[config.mk]
export PLATFORM = sky130hd
export DESIGN_NAME = ps_lane_scheduler_flat
export DESIGN_NICKNAME = d
export VERILOG_FILES = /design/src/rtl/ps_pkg.sv /design/src/rtl/ps_lane_scheduler_if.sv /design/src/rtl/ps_lane_scheduler_rr_pick.sv /design/src/rtl/ps_lane_scheduler.sv /design/src/flat_wrapper.sv
export SDC_FILE = /design/constraint.sdc
export NUM_CORES = 1
export LEC_CHECK = 0
export CORE_MARGIN = 1.5
export CORE_UTILIZATION = 65
export DETAILED_ROUTE_END_ITERATION = 6
export DONT_BUFFER_PORTS = 1
export PLACE_DENSITY = 0.81
export SLEW_MARGIN = 30
export SYNTH_ARGS = -nofsm -noshare
export SYNTH_HDL_FRONTEND = slang
export SYNTH_HIERARCHICAL = 1
export SYNTH_SLANG_ARGS = --single-unit
[constraint.sdc]
create_clock -name clk4_f -period 2.7 [get_ports clk4_f]
set_input_delay 0.135 -clock clk4_f [delete_from_list [all_inputs] [get_ports clk4_f]]
set_output_delay 0.135 -clock clk4_f [all_outputs]
set_load 0.05 [all_outputs]
[src/rtl/ps_pkg.sv]
// ps_pkg: shared state encoding and lane symbols for the lane scheduler and converter.
package ps_pkg;
  typedef enum logic [2:0] {
    TRAIN = 3'd0,
    IDLE  = 3'd1,
    HDR   = 3'd2,
    DATA  = 3'd3,
    GAP   = 3'd4
  } state_e;
  localparam logic [3:0] HDR_TAG = 4'hF;
  localparam logic [7:0] COM     = 8'hBC;
endpackage

[src/rtl/ps_lane_scheduler_if.sv]
// ps_lane_scheduler_if: requester byte streams in, converter byte/valid out.
interface ps_lane_scheduler_if #(parameter int NUM_REQ = 4) ();
  logic [NUM_REQ-1:0]         req_valid;
  logic [8*NUM_REQ-1:0]       req_data;
  logic [NUM_REQ-1:0]         req_last;
  logic [NUM_REQ-1:0]         req_ready;
  logic [7:0]                 data_out;
  logic                       valid_out;
  logic [$clog2(NUM_REQ)-1:0] grant_id;
  logic                       busy;
  modport master (
    output req_valid, req_data, req_last,
    input  req_ready, data_out, valid_out, grant_id, busy
  );
  modport slave (
    input  req_valid, req_data, req_last,
    output req_ready, data_out, valid_out, grant_id, busy
  );
endinterface

[src/rtl/ps_lane_scheduler_rr_pick.sv]
// rr_pick: first set request at or above the pointer, wrapping around.
module rr_pick #(parameter int NUM_REQ = 4) (
  input  logic [NUM_REQ-1:0]         req_i,
  input  logic [$clog2(NUM_REQ)-1:0] ptr_i,
  output logic [$clog2(NUM_REQ)-1:0] idx_o,
  output logic                       hit_o
);
  localparam int W = $clog2(NUM_REQ);
  // Scan from the farthest offset down so the nearest hit is the last write.
  always_comb begin
    idx_o = '0;
    hit_o = |req_i;
    for (int i = NUM_REQ - 1; i >= 0; i--)
      if (req_i[(int'(ptr_i) + i) % NUM_REQ]) idx_o = W'((int'(ptr_i) + i) % NUM_REQ);
  end
endmodule

[src/rtl/ps_lane_scheduler.sv]
// ps_lane_scheduler: round-robin framing of NUM_REQ byte streams onto one serial lane.
module ps_lane_scheduler
  import ps_pkg::*;
#(
  parameter int NUM_REQ   = 4,
  parameter int MAX_BURST = 8,
  parameter int TRAIN_CYC = 16,
  parameter int GAP_CYC   = 2
) (
  input logic clk4_f,
  input logic reset,
  ps_lane_scheduler_if.slave bus
);
  localparam int W  = $clog2(NUM_REQ);
  localparam int TW = $clog2(TRAIN_CYC + 1);
  state_e         state_q, state_d;
  logic [TW-1:0]  train_q, train_d;
  logic [3:0]     gap_q, gap_d;
  logic [7:0]     burst_q, burst_d, burst_inc;
  logic [W-1:0]   ptr_q, ptr_d, gid_q, gid_d, pick_idx;
  logic [7:0]     dout_q, dout_d;
  logic           vout_q, vout_d, pick_hit, accept;
  rr_pick #(.NUM_REQ(NUM_REQ)) u_pick (
    .req_i (bus.req_valid),
    .ptr_i (ptr_q),
    .idx_o (pick_idx),
    .hit_o (pick_hit)
  );
  assign accept    = (state_q == DATA) && bus.req_valid[gid_q];
  assign burst_inc = burst_q + 8'd1;
  // Outputs lag the state by one edge: HDR loads the header, DATA loads accepted bytes.
  always_comb begin
    state_d = state_q;
    train_d = train_q;
    gap_d   = gap_q;
    burst_d = burst_q;
    ptr_d   = ptr_q;
    gid_d   = gid_q;
    dout_d  = dout_q;
    vout_d  = 1'b0;
    case (state_q)
      TRAIN: begin
        train_d = train_q + TW'(1);
        state_d = (train_q == TW'(TRAIN_CYC - 1)) ? IDLE : TRAIN;
      end
      IDLE: begin
        gid_d   = pick_hit ? pick_idx : gid_q;
        state_d = pick_hit ? HDR : IDLE;
      end
      HDR: begin
        dout_d  = {HDR_TAG, 4'(gid_q)};
        vout_d  = 1'b1;
        burst_d = 8'd0;
        state_d = DATA;
      end
      DATA: begin
        if (accept) begin
          dout_d  = bus.req_data[8*int'(gid_q) +: 8];
          vout_d  = 1'b1;
          burst_d = burst_inc;
          if (bus.req_last[gid_q] || burst_inc == 8'(MAX_BURST)) begin
            ptr_d   = (gid_q == W'(NUM_REQ - 1)) ? '0 : gid_q + W'(1);
            gap_d   = 4'd0;
            state_d = (GAP_CYC == 0) ? IDLE : GAP;
          end
        end
      end
      GAP: begin
        gap_d   = gap_q + 4'd1;
        state_d = (gap_q == 4'(GAP_CYC - 1)) ? IDLE : GAP;
      end
      default: state_d = TRAIN;
    endcase
  end
  always_ff @(posedge clk4_f) begin
    if (reset) begin
      state_q <= TRAIN;
      train_q <= '0;
      gap_q   <= '0;
      burst_q <= '0;
      ptr_q   <= '0;
      gid_q   <= '0;
      dout_q  <= 8'h00;
      vout_q  <= 1'b0;
    end else begin
      state_q <= state_d;
      train_q <= train_d;
      gap_q   <= gap_d;
      burst_q <= burst_d;
      ptr_q   <= ptr_d;
      gid_q   <= gid_d;
      dout_q  <= dout_d;
      vout_q  <= vout_d;
    end
  end
  assign bus.req_ready = (state_q == DATA) ? NUM_REQ'(1) << gid_q : '0;
  assign bus.data_out  = dout_q;
  assign bus.valid_out = vout_q;
  assign bus.grant_id  = gid_q;
  assign bus.busy      = (state_q == HDR) || (state_q == DATA);
endmodule

[src/flat_wrapper.sv]
// flat-port wrapper written by rule: the top's interface ports become plain ports
module ps_lane_scheduler_flat import ps_pkg::*;
#(
  parameter int NUM_REQ   = 4,
  parameter int MAX_BURST = 8,
  parameter int TRAIN_CYC = 16,
  parameter int GAP_CYC   = 2
)
  (clk4_f, reset, bus_req_valid, bus_req_data, bus_req_last, bus_req_ready, bus_data_out, bus_valid_out, bus_grant_id, bus_busy);
  ps_lane_scheduler_if #(.NUM_REQ(NUM_REQ)) bus_i ();
  input logic clk4_f;
  input logic reset;
  input wire logic [$bits(bus_i.req_valid)-1:0] bus_req_valid;
  input wire logic [$bits(bus_i.req_data)-1:0] bus_req_data;
  input wire logic [$bits(bus_i.req_last)-1:0] bus_req_last;
  output wire logic [$bits(bus_i.req_ready)-1:0] bus_req_ready;
  output wire logic [$bits(bus_i.data_out)-1:0] bus_data_out;
  output wire logic [$bits(bus_i.valid_out)-1:0] bus_valid_out;
  output wire logic [$bits(bus_i.grant_id)-1:0] bus_grant_id;
  output wire logic [$bits(bus_i.busy)-1:0] bus_busy;
  assign bus_i.req_valid = bus_req_valid;
  assign bus_i.req_data = bus_req_data;
  assign bus_i.req_last = bus_req_last;
  assign bus_req_ready = bus_i.req_ready;
  assign bus_data_out = bus_i.data_out;
  assign bus_valid_out = bus_i.valid_out;
  assign bus_grant_id = bus_i.grant_id;
  assign bus_busy = bus_i.busy;
  ps_lane_scheduler #(.NUM_REQ(NUM_REQ), .MAX_BURST(MAX_BURST), .TRAIN_CYC(TRAIN_CYC), .GAP_CYC(GAP_CYC)) u_core (.clk4_f(clk4_f), .reset(reset), .bus(bus_i));
endmodule
-- Yosys cells after proc, flatten, opt, wreduce, memory -nomap -nowiden
Index checks and enable logic that the tools add are counted.
- memory bits (read-only): 0
- memories: 0
- register bits after elaboration: 33
- memory bits (writable): 0
- logic and storage cells: 86
- output and inout bits: 16
- bits in latches: 0
- div/mod/pow operators: 0
- $mul: 0
- muxes and demuxes: 36
- add/subtract/negate cells: 7
- bitwise operators: 3
- reductions and logical operators: 15
- $lt $le $gt $ge: 5
- equal/unequal tests: 10
- shift-type cells: 2
- operator list (kind ; number):
    case mux 8 bit (2 select lines) ; 2
    variable part select 32 x 6 -> 8 bit ; 1
    two-way mux 8 bit ; 2
    case mux 3 bit (5 select lines) ; 1
    binary-select mux 1 bit (select 2 bit) ; 6
    less-than comparator 3 x 4 -> 1 bit, second input constant ; 3
    two-way mux 2 bit ; 6
    two-way mux 4 bit ; 3
    two-way mux 1 bit ; 11
    two-way mux 3 bit ; 3
    adder 8 x 1 -> 8 bit, second input constant ; 1
    equality test 8 x 4 -> 1 bit, second input constant ; 1
    case mux 4 bit (2 select lines) ; 1
    equality test 3 x 2 -> 1 bit, second input constant ; 2
    less-than comparator 2 x 3 -> 1 bit, second input constant ; 2
    AND reduction 2 bit ; 3
    AND reduction 3 bit ; 2
    OR reduction 2 bit ; 3
    adder 5 x 1 -> 5 bit, second input constant ; 1
    equality test 5 x 4 -> 1 bit, second input constant ; 1
    adder 2 x 1 -> 2 bit, second input constant ; 2
    adder 2 bit, second input constant ; 2
    adder 4 x 1 -> 4 bit, second input constant ; 1
    equality test 4 x 1 -> 1 bit, second input constant ; 1
    other kinds (13) ; 17

-- Logic depth before layout (Yosys ltp)
Gate-level depths: netlist (run 1).
- depth in word-level cells: 10
- depth in mapped cells: 8
- mapped depth without buffers: 7

-- Modules after synthesis
Netlist (run 1), hierarchy kept.
- by module, submodules not included (module ; seq. area each (µm²) ; area each (µm²) ; cells an instance ; times used):
    ps_lane_scheduler ; 660.6 ; 2010.7 ; 227 ; 1
    rr_pick ; 0.0 ; 77.6 ; 13 ; 1

-- Worst setup path after synthesis (run 1)
Ideal clock, no wire load.
- kind: register to register
- start: register u_core.state_q[1]
- end: register u_core.dout_q[1] (netlist: u_core/bus.data_out[1])
- buffers on the path: 2
- arrival time: 2.057 ns
- slack: 0.511 ns
- cell stages (with the launch flop): 8
- period minus slack after synthesis: 2.189 ns
- setup time: 0.132 ns
- cell sequence: dfxtp_1 -> clkbuf_2 -> nor2b_1 -> nor2b_1 -> nor2_4 -> buf_6 -> nor3_1 -> nor3_1
- word-level cells in the longest chain between the ends: 4
- elaborated cells between the ends (all ways): 7
- those cells by class: eq/ne (3); mux (1); reduce/logical (3)
- ends and longest elaborated chain (element ; RTL line ; text):
    start: declaration ; ps_lane_scheduler.sv:16 ; state_e state_q, state_d;
    start signal: assignment ; ps_lane_scheduler.sv:86 ; state_q <= state_d;
    equality test 3 x 2 -> 1 bit ; ps_lane_scheduler.sv:29, ps_lane_scheduler.sv:41 ;
    logical AND 1 bit ; ps_lane_scheduler.sv:29 ; assign accept = (state_q == DATA) && bus.req_valid[gid_q];
    inequality test 2 x 1 -> 1 bit (no source line) ; -- ;
    AND reduction 2 bit (no source line) ; -- ;
    end signal: assignment ; ps_lane_scheduler.sv:92 ; dout_q <= dout_d;
    end: declaration ; ps_lane_scheduler.sv:21 ; logic [7:0] dout_q, dout_d;
Several ways; a longest one is shown, not always the timed one.
A chain may end at the register's enable or synchronous reset.

-- Worst setup path in the final report (run 1)
- start: register u_core.state_q[0]
- end: register u_core.burst_q[6]
- word-level cells in the longest chain between the ends: 4
- elaborated cells between the ends (all ways): 7
- those cells by class: eq/ne (3); mux (1); reduce/logical (3)
- ends and longest elaborated chain (element ; RTL line ; text):
    equality test 3 x 2 -> 1 bit ; ps_lane_scheduler.sv:29, ps_lane_scheduler.sv:41 ;
    logical AND 1 bit ; ps_lane_scheduler.sv:29 ;
    inequality test 2 x 1 -> 1 bit (no source line) ; -- ;
    AND reduction 2 bit (no source line) ; -- ;
    end signal: assignment ; ps_lane_scheduler.sv:89 ; burst_q <= burst_d;
    end: declaration ; ps_lane_scheduler.sv:19 ; logic [7:0] burst_q, burst_d, burst_inc;
Several ways; a longest one is shown, not always the timed one.

==> results of run 1 <==
## synth_stat cells (3+ instances only)
master,instances
mux4_2,8
nand3b_1,7
nor2_1,28
nand3_1,8
nor3_1,13
and3_1,6
o21ai_0,8
nor3b_1,3
nand2_1,13
o22ai_1,3
o21ai_1,4
xor2_1,5
nand4_1,4
inv_1,4
a21oi_1,18
buf_6,3
ha_1,10
clkbuf_1,9
and2_1,5
dfxtp_1,33
mux2i_1,8
nand2b_1,5
nor2b_1,4
a211oi_1,3
## registers in the layout, indices dropped and copies added, names as in the netlist
register	cells
u_core/burst_q	8
u_core/state_q	3
u_core/ptr_q	2
u_core/bus.grant_id	2
u_core/train_q	5
u_core/bus.valid_out	1
u_core/gap_q	4
u_core/bus.data_out	8
## worst register-to-register path, delay by kind of cell, from the launching register on
kind               cells  cell delay [ps]
and+or+nand+nor        3             1350
AOI/OAI and AO/OA      1              140
DFF                    1              490
## power by group
part / switching [mW] / total [mW] / internal, mW
clock network: 0.171 / 0.270 / 0.0991
logic: 0.0207 / 0.0416 / 0.0208
registers: 0.00329 / 0.494 / 0.490
total: 0.195 / 0.805 / 0.610
## worst max path at each step
stage,endpoint,slack (ps),depth (start not counted)
after global placement,u_core/burst_q[6],800,4
after global routing,u_core/burst_q[6],560,4
after CTS,u_core/burst_q[6],680,4
final,u_core/burst_q[6],650,4
after detailed placement,u_core/burst_q[6],730,4
after floorplan,u_core/bus.data_out[1],510,7
## per-layer routing
metal,share of wire,vias up
met3,0.051,11
met4,0.021,0
li1,-,868
met1,0.40,875
met2,0.53,52
met5,0,-
## final cells by class
cell class	instances	area [um^2]	area share
multi-input cells	188	1331	0.6161
inverters	4	15.01	0.006948
repair buffers	6	47.55	0.02200
flip-flops and latches	33	660.6	0.3057
clock buffers	6	41.29	0.01911
clock inverters	2	10.01	0.004632
well taps	44	55.05	0.02548
## kinds of logic (layout without fill, tap and decap cells)
family | after synthesis | after routing | share of synthesized area
DFF | 33 | 33 | 0.3164
and+or+nand+nor | 108 | 108 | 0.2768
xor gates and xnor gates | 7 | 7 | 0.02936
adders and majority gates | 10 | 10 | 0.05992
buffers and inverters | 19 | 18 | 0.04612
AOI/OAI and AO/OA | 47 | 47 | 0.1468
muxes | 16 | 16 | 0.1246
==> run summary, run 1 <==
ys async rst share: 0
Clock transition at path regs: 100 ps
worst endpoint required time: 2970 ps
I/O pin total: 58
GR met3 Demand/Resource: 0.09740
crit path time final: 2050 ps
Fillers: 265
FP Rows: 20
htree depth: 2
global-route wire length before repair: 7.686 mm
GRT Max-Usage Layer: met2
PD cells: 372.7 mW/mm^2
skew final: 5.529 ps
Port-buffer cells: 0
CTS resizes: 0
post-route ant nets: 0
Hold-fix buffers, CTS: 2
First DRT Iteration DRCs: 133
# DRC: 0
post-DR vias/cell: 6.382
Design Power: 0.8054 mW
most frequent cells in the layout: dfxtp_1, nor2_1, a21oi_1
WS Path Type: register to register
hold crit path type: input pin to register
WL final: 4.805 mm
total grt overflow: 0
Synth Flop Type: dfxtp_1
Placed Area: 0.002085 mm^2
CP arrival: 2320 ps
CP cell instances: and3b_1 -> nand2_1 -> or3_1 -> a21oi_1
vias: 1806
initial cell density of the core: 0.6840
Core Area: 0.003053 mm^2
max-slew violations: 0
Pleak: 0.7934 nW
Synth Area per Inst: 8.701 um^2
Worst Max-Slew Pin Slew: 740.6 ps
startpoint class of the critical path: register
final core occ: 0.7078
# setup viols final: 0
RR Endpoint: u_core/burst_q[6]
post-synth top area cell: dfxtp_1
worst vdd ir: 199.1 uV
clk root buf: clkbuf_4
Max Buffers Root-to-Sink: 2
slew margin rel.: 0.5025
share of layout cells above drive strength 1: 0.1213
DR WL/cell: 16.98 um
post-synth design cell area: 0.002088 mm^2
yosys warns: 6
largest net degree at the start of global routing: 35
die width: 59.68 um
drt pass-1 iters: 4
CP max stage cell: and3b_1
routability cong.: 0.8750
Peak Freq: 0.4879 GHz
RSZ-0062 raised after global routing: no
Buf/Inv on CP: 0
antenna fix cells: 0
synthesized instance count: 240
post-route setup TNS: 0 ps
Num CTS Buffers: 5
met2 global-route usage: 0.4860
delay-heaviest family, CP: simple AND/OR/NAND/NOR gates
Final Cell Area: 0.002161 mm^2
dpl cells: 272
Final nets: 290
status: complete, no violations
CP max FO: 15
Die H: 59.68 um
crit path from: u_core/state_q[0]
worst reg-to-reg setup slack: 650 ps
Fin. Hold Viols: 0
Syn-to-layout area delta: 3.475%
worst hold path startpoint: bus_req_valid[2]
commonest non-fill, non-tap cell in the layout: dfxtp_1
CP peak stage delay: 540 ps
initial antenna violation count: 0
Worst-Skew Late Latency: 340 ps
share of the synthesized area in the top cell type: 0.3164
Crit. End Element: register
vias in the first global route: 1715
crit share post-route: 0.7592
met1 Track Usage GR: 0.3434
sequential fraction of the synthesis area: 0.3164
r2r startpoint: u_core/state_q[0]
Cell variety after synth: 46
final cell count without fillers: 283
R2R cell count: 4
number of synthesized flops with an enable pin: 0
Hold EP: u_core/bus.grant_id[1]
Worst Hold Depth: 4
DP Wirelength: 3.501 mm
post-CTS setup buffers: 0
syn nets: 292
Synth area leaders: dfxtp_1, mux4_2, ha_1, nor2_1, a21oi_1
GRT Util Overall: 0.2907
die area: 0.003562 mm^2
Hold WS: 111.9 ps
total clock sinks: 33
slack of the critical path: 650.2 ps
Max Cap Viol: 0
Seq cells post-synth: 33
CTS tree: built
Setup WS pre-CTS: 731.4 ps
(Power assumes the default switching activity.)
==> inputs of run 2 (changes only) <==
--- a/config.mk
+++ b/config.mk
@@ -6,10 +6,10 @@
 export NUM_CORES = 1
 export LEC_CHECK = 0
 export CORE_MARGIN = 1.5
-export CORE_UTILIZATION = 65
+export CORE_UTILIZATION = 57
 export DETAILED_ROUTE_END_ITERATION = 6
 export DONT_BUFFER_PORTS = 1
-export PLACE_DENSITY = 0.81
+export PLACE_DENSITY = 0.75
 export SLEW_MARGIN = 30
 export SYNTH_ARGS = -nofsm -noshare
 export SYNTH_HDL_FRONTEND = slang
==> constraint.sdc (replaced) <==
create_clock -name clk4_f -period 1.8 [get_ports clk4_f]
set_input_delay 0.09 -clock clk4_f [delete_from_list [all_inputs] [get_ports clk4_f]]
set_output_delay 0.09 -clock clk4_f [all_outputs]
set_load 0.05 [all_outputs]
==> run 2 against run 1 <==
  * Sequential cell count is the same
  * Clock power up 96%
  * Setup slack got worse by 560 ps
  * Combinational power up 58%
  * Sequential power rose by 50%
  * Highest routed layer unchanged
==> run summary, run 2 (synthesized netlist as in run 1, its figures left out) <==
max-slew violations: 0
Max Cap Viol: 0
largest net degree at the start of global routing: 36
Worst-Skew Late Latency: 340 ps
DP Wirelength: 3.582 mm
commonest non-fill, non-tap cell in the layout: dfxtp_1
Core Area: 0.003416 mm^2
most frequent cells in the layout: dfxtp_1, nor2_1, buf_4
post-route ant nets: 0
RSZ-0062 raised after global routing: yes
CP peak stage delay: 540 ps
die width: 63.53 um
status: complete, no violations
post-route setup TNS: 0 ps
antenna fix cells: 0
global-route wire length before repair: 8.100 mm
Buf/Inv on CP: 0
CTS tree: built
skew final: 9.567 ps
Clock transition at path regs: 110 ps
Port-buffer cells: 0
total grt overflow: 0
hold crit path type: input pin to register
# DRC: 0
initial antenna violation count: 0
PD cells: 547.0 mW/mm^2
Worst Max-Slew Pin Slew: 504.3 ps
Final nets: 316
vias: 1836
GRT Util Overall: 0.2567
worst reg-to-reg setup slack: 90 ps
crit share post-route: 0.9501
delay-heaviest family, CP: multiplexers
RR Endpoint: u_core/burst_q[6]
R2R cell count: 5
htree depth: 2
FP Rows: 21
total clock sinks: 33
crit path time final: 1710 ps
clk root buf: clkbuf_4
worst vdd ir: 477.9 uV
I/O pin total: 58
Num CTS Buffers: 5
WS Path Type: register to register
CP max stage cell: mux4_2
Die H: 63.53 um
First DRT Iteration DRCs: 90
Max Buffers Root-to-Sink: 2
initial cell density of the core: 0.6114
vias in the first global route: 1736
post-DR vias/cell: 5.904
Design Power: 1.334 mW
r2r startpoint: u_core/bus.grant_id[0]
startpoint class of the critical path: register
Crit. End Element: register
Syn-to-layout area delta: 16.78%
# setup viols final: 0
die area: 0.004035 mm^2
CP max FO: 11
crit path from: u_core/bus.grant_id[0]
routability cong.: 0.8384
WL final: 4.929 mm
slew margin rel.: 0.6634
Peak Freq: 0.5848 GHz
Pleak: 0.9553 nW
DR WL/cell: 15.85 um
worst hold path startpoint: bus_req_valid[2]
Fillers: 283
Hold EP: u_core/bus.grant_id[1]
drt pass-1 iters: 4
Worst Hold Depth: 4
Fin. Hold Viols: 0
CP cell instances: mux4_2 -> and2_4 -> nor2_4 -> o21ai_0 -> a21oi_1
worst endpoint required time: 2070 ps
CP arrival: 1980 ps
share of layout cells above drive strength 1: 0.2264
[run 2: worst max path at each step]
| stage | end | slack [ps] | cells past startpoint |
|---|---|---|---|
| after floorplan | u_core/gap_q[3] | -20 | 7 |
| after global placement | u_core/ptr_q[0] | 140 | 6 |
| after detailed placement | u_core/ptr_q[0] | 120 | 6 |
| after CTS | bus_req_ready[1] | 40 | 5 |
| after global routing | u_core/bus.data_out[1] | -10 | 5 |
| final | u_core/burst_q[6] | 90 | 5 |
[run 2: power breakdown]
group | switching (mW) | internal, mW | total, mW | leakage, nW
Combinational | 0.0311 | 0.0348 | 0.0659 | 0.644
Clock | 0.253 | 0.276 | 0.529 | 0.0437
Sequential | 0.00501 | 0.734 | 0.739 | 0.268
[run 2: worst reg2reg max path, cell delays in order, from the launching register on]
cell and delay [ps]:
dfxtp_4 400, mux4_2 540, and2_4 200, nor2_4 220, o21ai_0 150, a21oi_1 140
[run 2: repair_timing]
item	4_1_cts	5_1_grt
setup endpoints to repair	2	10
resized for setup	1	4
hold buffers	3	0
pin swaps	0	1
endpoints found under the hold margin	33	0
setup buffers	0	2
[run 2: final cells by class]
class                           instances  area [um^2]  area share
Multi-Input combinational cell        188         1351      0.5541
Sequential cell                        33        665.6      0.2730
Timing Repair Buffer                   32        269.0      0.1103
Clock buffer                            8        80.08     0.03284
Tap cell                               46        57.56     0.02360
Inverter                                4        15.01    0.006157
[run 2: metrics by stage]
step,util,worst slack [ps],instances,cell area [um^2],hold slack [ps]
after floorplan,-,-16.17,240,2101,265.2
after global placement,0.6674,136.7,298,2280,154.4
after detailed placement,0.6674,124.2,298,2280,155.6
after CTS,0.7037,35.54,309,2404,57.35
after global routing,0.7139,-11.46,311,2439,91.59
final,0.7139,89.91,311,2439,74.65
[run 2: layer usage]
layer,vias to the layer above,track usage,share of wire
li1,910,-,-
met3,11,0.05000,0.055
met5,-,0,0
met2,56,0.4224,0.51
met4,0,0.1005,0.018
met1,859,0.3307,0.42
==> inputs of run 3 (changes only) <==
--- a/config.mk
+++ b/config.mk
@@ -13,5 +13,4 @@
 export SLEW_MARGIN = 30
 export SYNTH_ARGS = -nofsm -noshare
 export SYNTH_HDL_FRONTEND = slang
-export SYNTH_HIERARCHICAL = 1
 export SYNTH_SLANG_ARGS = --single-unit
==> run 3 against run 2 <==
  * The flow now finishes with violations (hold timing)
  * Clock power rose by 13%
  * Count of clock-buffer cells in the layout fell by 1
  * Sequential share of layout area fell by 0.52 points
  * Non-clock buffer count rose by 3
  * Critical path depth rose by 3
  * Register-to-register slack got worse by 90 ps
  * Largest cell class unchanged
==> run summary, run 3 <==
hold crit path type: input pin to register
largest net degree at the start of global routing: 36
sequential fraction of the synthesis area: 0.3198
number of synthesized flops with an enable pin: 0
Peak Freq: 0.5558 GHz
initial antenna violation count: 0
WS Path Type: register to register
Worst-Skew Late Latency: 340 ps
Crit. End Element: register
slew margin rel.: 0.6433
post-route ant nets: 0
htree depth: 2
Synth area leaders: dfxtp_1, mux4_2, ha_1, a21oi_1, nor2_1
Max Cap Viol: 0
Num CTS Buffers: 5
RR Endpoint: u_core.gap_q[2]
# DRC: 0
slack of the critical path: 0.8593 ps
most frequent cells in the layout: buf_4, dfxtp_1, a21oi_1, nor2_1, nand2_1
die area: 0.003994 mm^2
First DRT Iteration DRCs: 134
Final nets: 322
Die H: 63.20 um
crit path time final: 1799 ps
CP arrival: 2040 ps
Port-buffer cells: 0
DR WL/cell: 15.42 um
worst endpoint required time: 2040 ps
ys async rst share: 0
Worst Hold Depth: 1
CTS tree: built
Fin. Hold Viols: 27
share of the synthesized area in the top cell type: 0.3198
Hold WS: -194.4 ps
vias: 1869
CP max FO: 5
total clock sinks: 33
Design Power: 1.397 mW
routability cong.: 0.8642
# setup viols final: 0
R2R cell count: 8
Placed Area: 0.002282 mm^2
share of layout cells above drive strength 1: 0.2583
Core Area: 0.003416 mm^2
CP peak stage delay: 370 ps
yosys warns: 0
CP max stage cell: dfxtp_2
FP Rows: 21
PD cells: 557.9 mW/mm^2
skew final: 6.898 ps
Syn-to-layout area delta: 21.26%
Hold-fix buffers, CTS: 2
startpoint class of the critical path: register
clk root buf: clkbuf_4
WL final: 4.889 mm
top post-synthesis cells by count: dfxtp_1, a21oi_1, nor2_1, nand2_1
worst reg-to-reg setup slack: 0.9 ps
crit share post-route: 0.9995
r2r startpoint: u_core.burst_q[0]
delay-heaviest family, CP: compound AO/OA/AOI/OAI gates
Buf/Inv on CP: 2
Synth Area per Inst: 8.571 um^2
worst hold path startpoint: reset
Cell variety after synth: 52
Final Cell Area: 0.002505 mm^2
post-synth design cell area: 0.002066 mm^2
die width: 63.20 um
global-route wire length before repair: 7.493 mm
Seq cells post-synth: 33
DP Wirelength: 3.466 mm
Pleak: 0.9681 nW
Setup WS pre-CTS: -21.52 ps
Hold EP: u_core.bus.grant_id[1]
Max Buffers Root-to-Sink: 2
Synth Flop Type: dfxtp_1
initial cell density of the core: 0.6048
I/O pin total: 58
Worst Max-Slew Pin Slew: 534.3 ps
post-synth top area cell: dfxtp_1
cell with the most instances after synthesis: dfxtp_1
post-route setup TNS: 0 ps
vias in the first global route: 1661
antenna fix cells: 0
drt pass-1 iters: 4
status: finished, violations left
failing checks: hold timing
Clock transition at path regs: 110 ps
total grt overflow: 0
CP cell instances: ha_4 -> buf_6 -> and3_4 -> mux2i_2 -> o211a_2 -> a21oi_4 -> buf_4 -> a41o_1
post-DR vias/cell: 5.896
GRT Util Overall: 0.2372
max-slew violations: 0
syn nets: 293
worst vdd ir: 401.6 uV
synthesized instance count: 241
-- run 3: changes by cell type after synthesis, moves of 3 or more --
cell | previous run | this run
nand2_1 | 13 | 20
inv_1 | 4 | 12
nor2_1 | 28 | 22
a311oi_1 | 0 | 4
a21oi_1 | 18 | 22
and3_1 | 6 | 3
nor2b_1 | 4 | 1
nand3b_1 | 7 | 4
-- run 3: cells by family after synthesis --
family,count (synthesis),share of synthesized area
AO/OA/AOI/OAI,57,0.1841
XOR/XNOR,6,0.02544
adder cells (fa/ha/maj),10,0.06057
buffers and inverters,25,0.05087
flip-flops,33,0.3198
multiplexers,17,0.1326
AND/OR/NAND/NOR,93,0.2265
-- run 3: final cells by class --
cell class | count | area, um^2
repair buffers | 35 | 290.3
inverters | 12 | 45.04
clock inverters | 1 | 30.03
well taps | 46 | 57.56
flip-flops and latches | 33 | 670.6
clock buffers | 7 | 55.05
fillers | 280 | 910.9
multi-input cells | 183 | 1356
-- run 3: metrics by stage --
stage / hold slack, ps / std cells / utilization
floorplan: 359.4 / 241 / -
CTS: -202.8 / 316 / 0.7110
finish: -194.4 / 317 / 0.7333
global route: -217.3 / 317 / 0.7333
detailed placement: 158.7 / 302 / 0.6681
global placement: 157.3 / 302 / 0.6681
-- run 3: repair_timing --
action,in CTS,in global routing
endpoints found under the setup margin,6,15
hold endpoints to repair,29,27
resized for setup,3,17
buffers inserted,4,1
pin swaps,3,6
-- run 3: routing by layer --
metal	vias up	routed length, um	global-route usage	part of all wire
li1	926	-	-	-
met2	57	2374	0.3963	0.49
met4	0	61	0.07880	0.012
met3	6	247	0.05000	0.051
met5	-	0	0	0
met1	880	2204	0.3060	0.45
-- run 3: worst max-delay path by stage --
| stage | startpoint | end | slack, ps | cells past startpoint |
|---|---|---|---|---|
| final | u_core.burst_q[0] | u_core.gap_q[2] | 0.9 | 8 |
| after global routing | u_core.burst_q[0] | u_core.gap_q[2] | -30 | 8 |
| after CTS | u_core.burst_q[1] | u_core.gap_q[2] | 10 | 8 |
| after detailed placement | u_core.bus.grant_id[0] | u_core.burst_q[7] | -20 | 7 |
| after global placement | u_core.bus.grant_id[0] | u_core.ptr_q[0] | 20 | 5 |
| after floorplan | u_core.bus.grant_id[0] | u_core.ptr_q[0] | -230 | 6 |
-- run 3: power by group --
part           internal, mW  leakage (nW)  switching (mW)
clock network         0.332        0.0455           0.266
registers             0.734         0.270         0.00536
logic                0.0377         0.653          0.0221
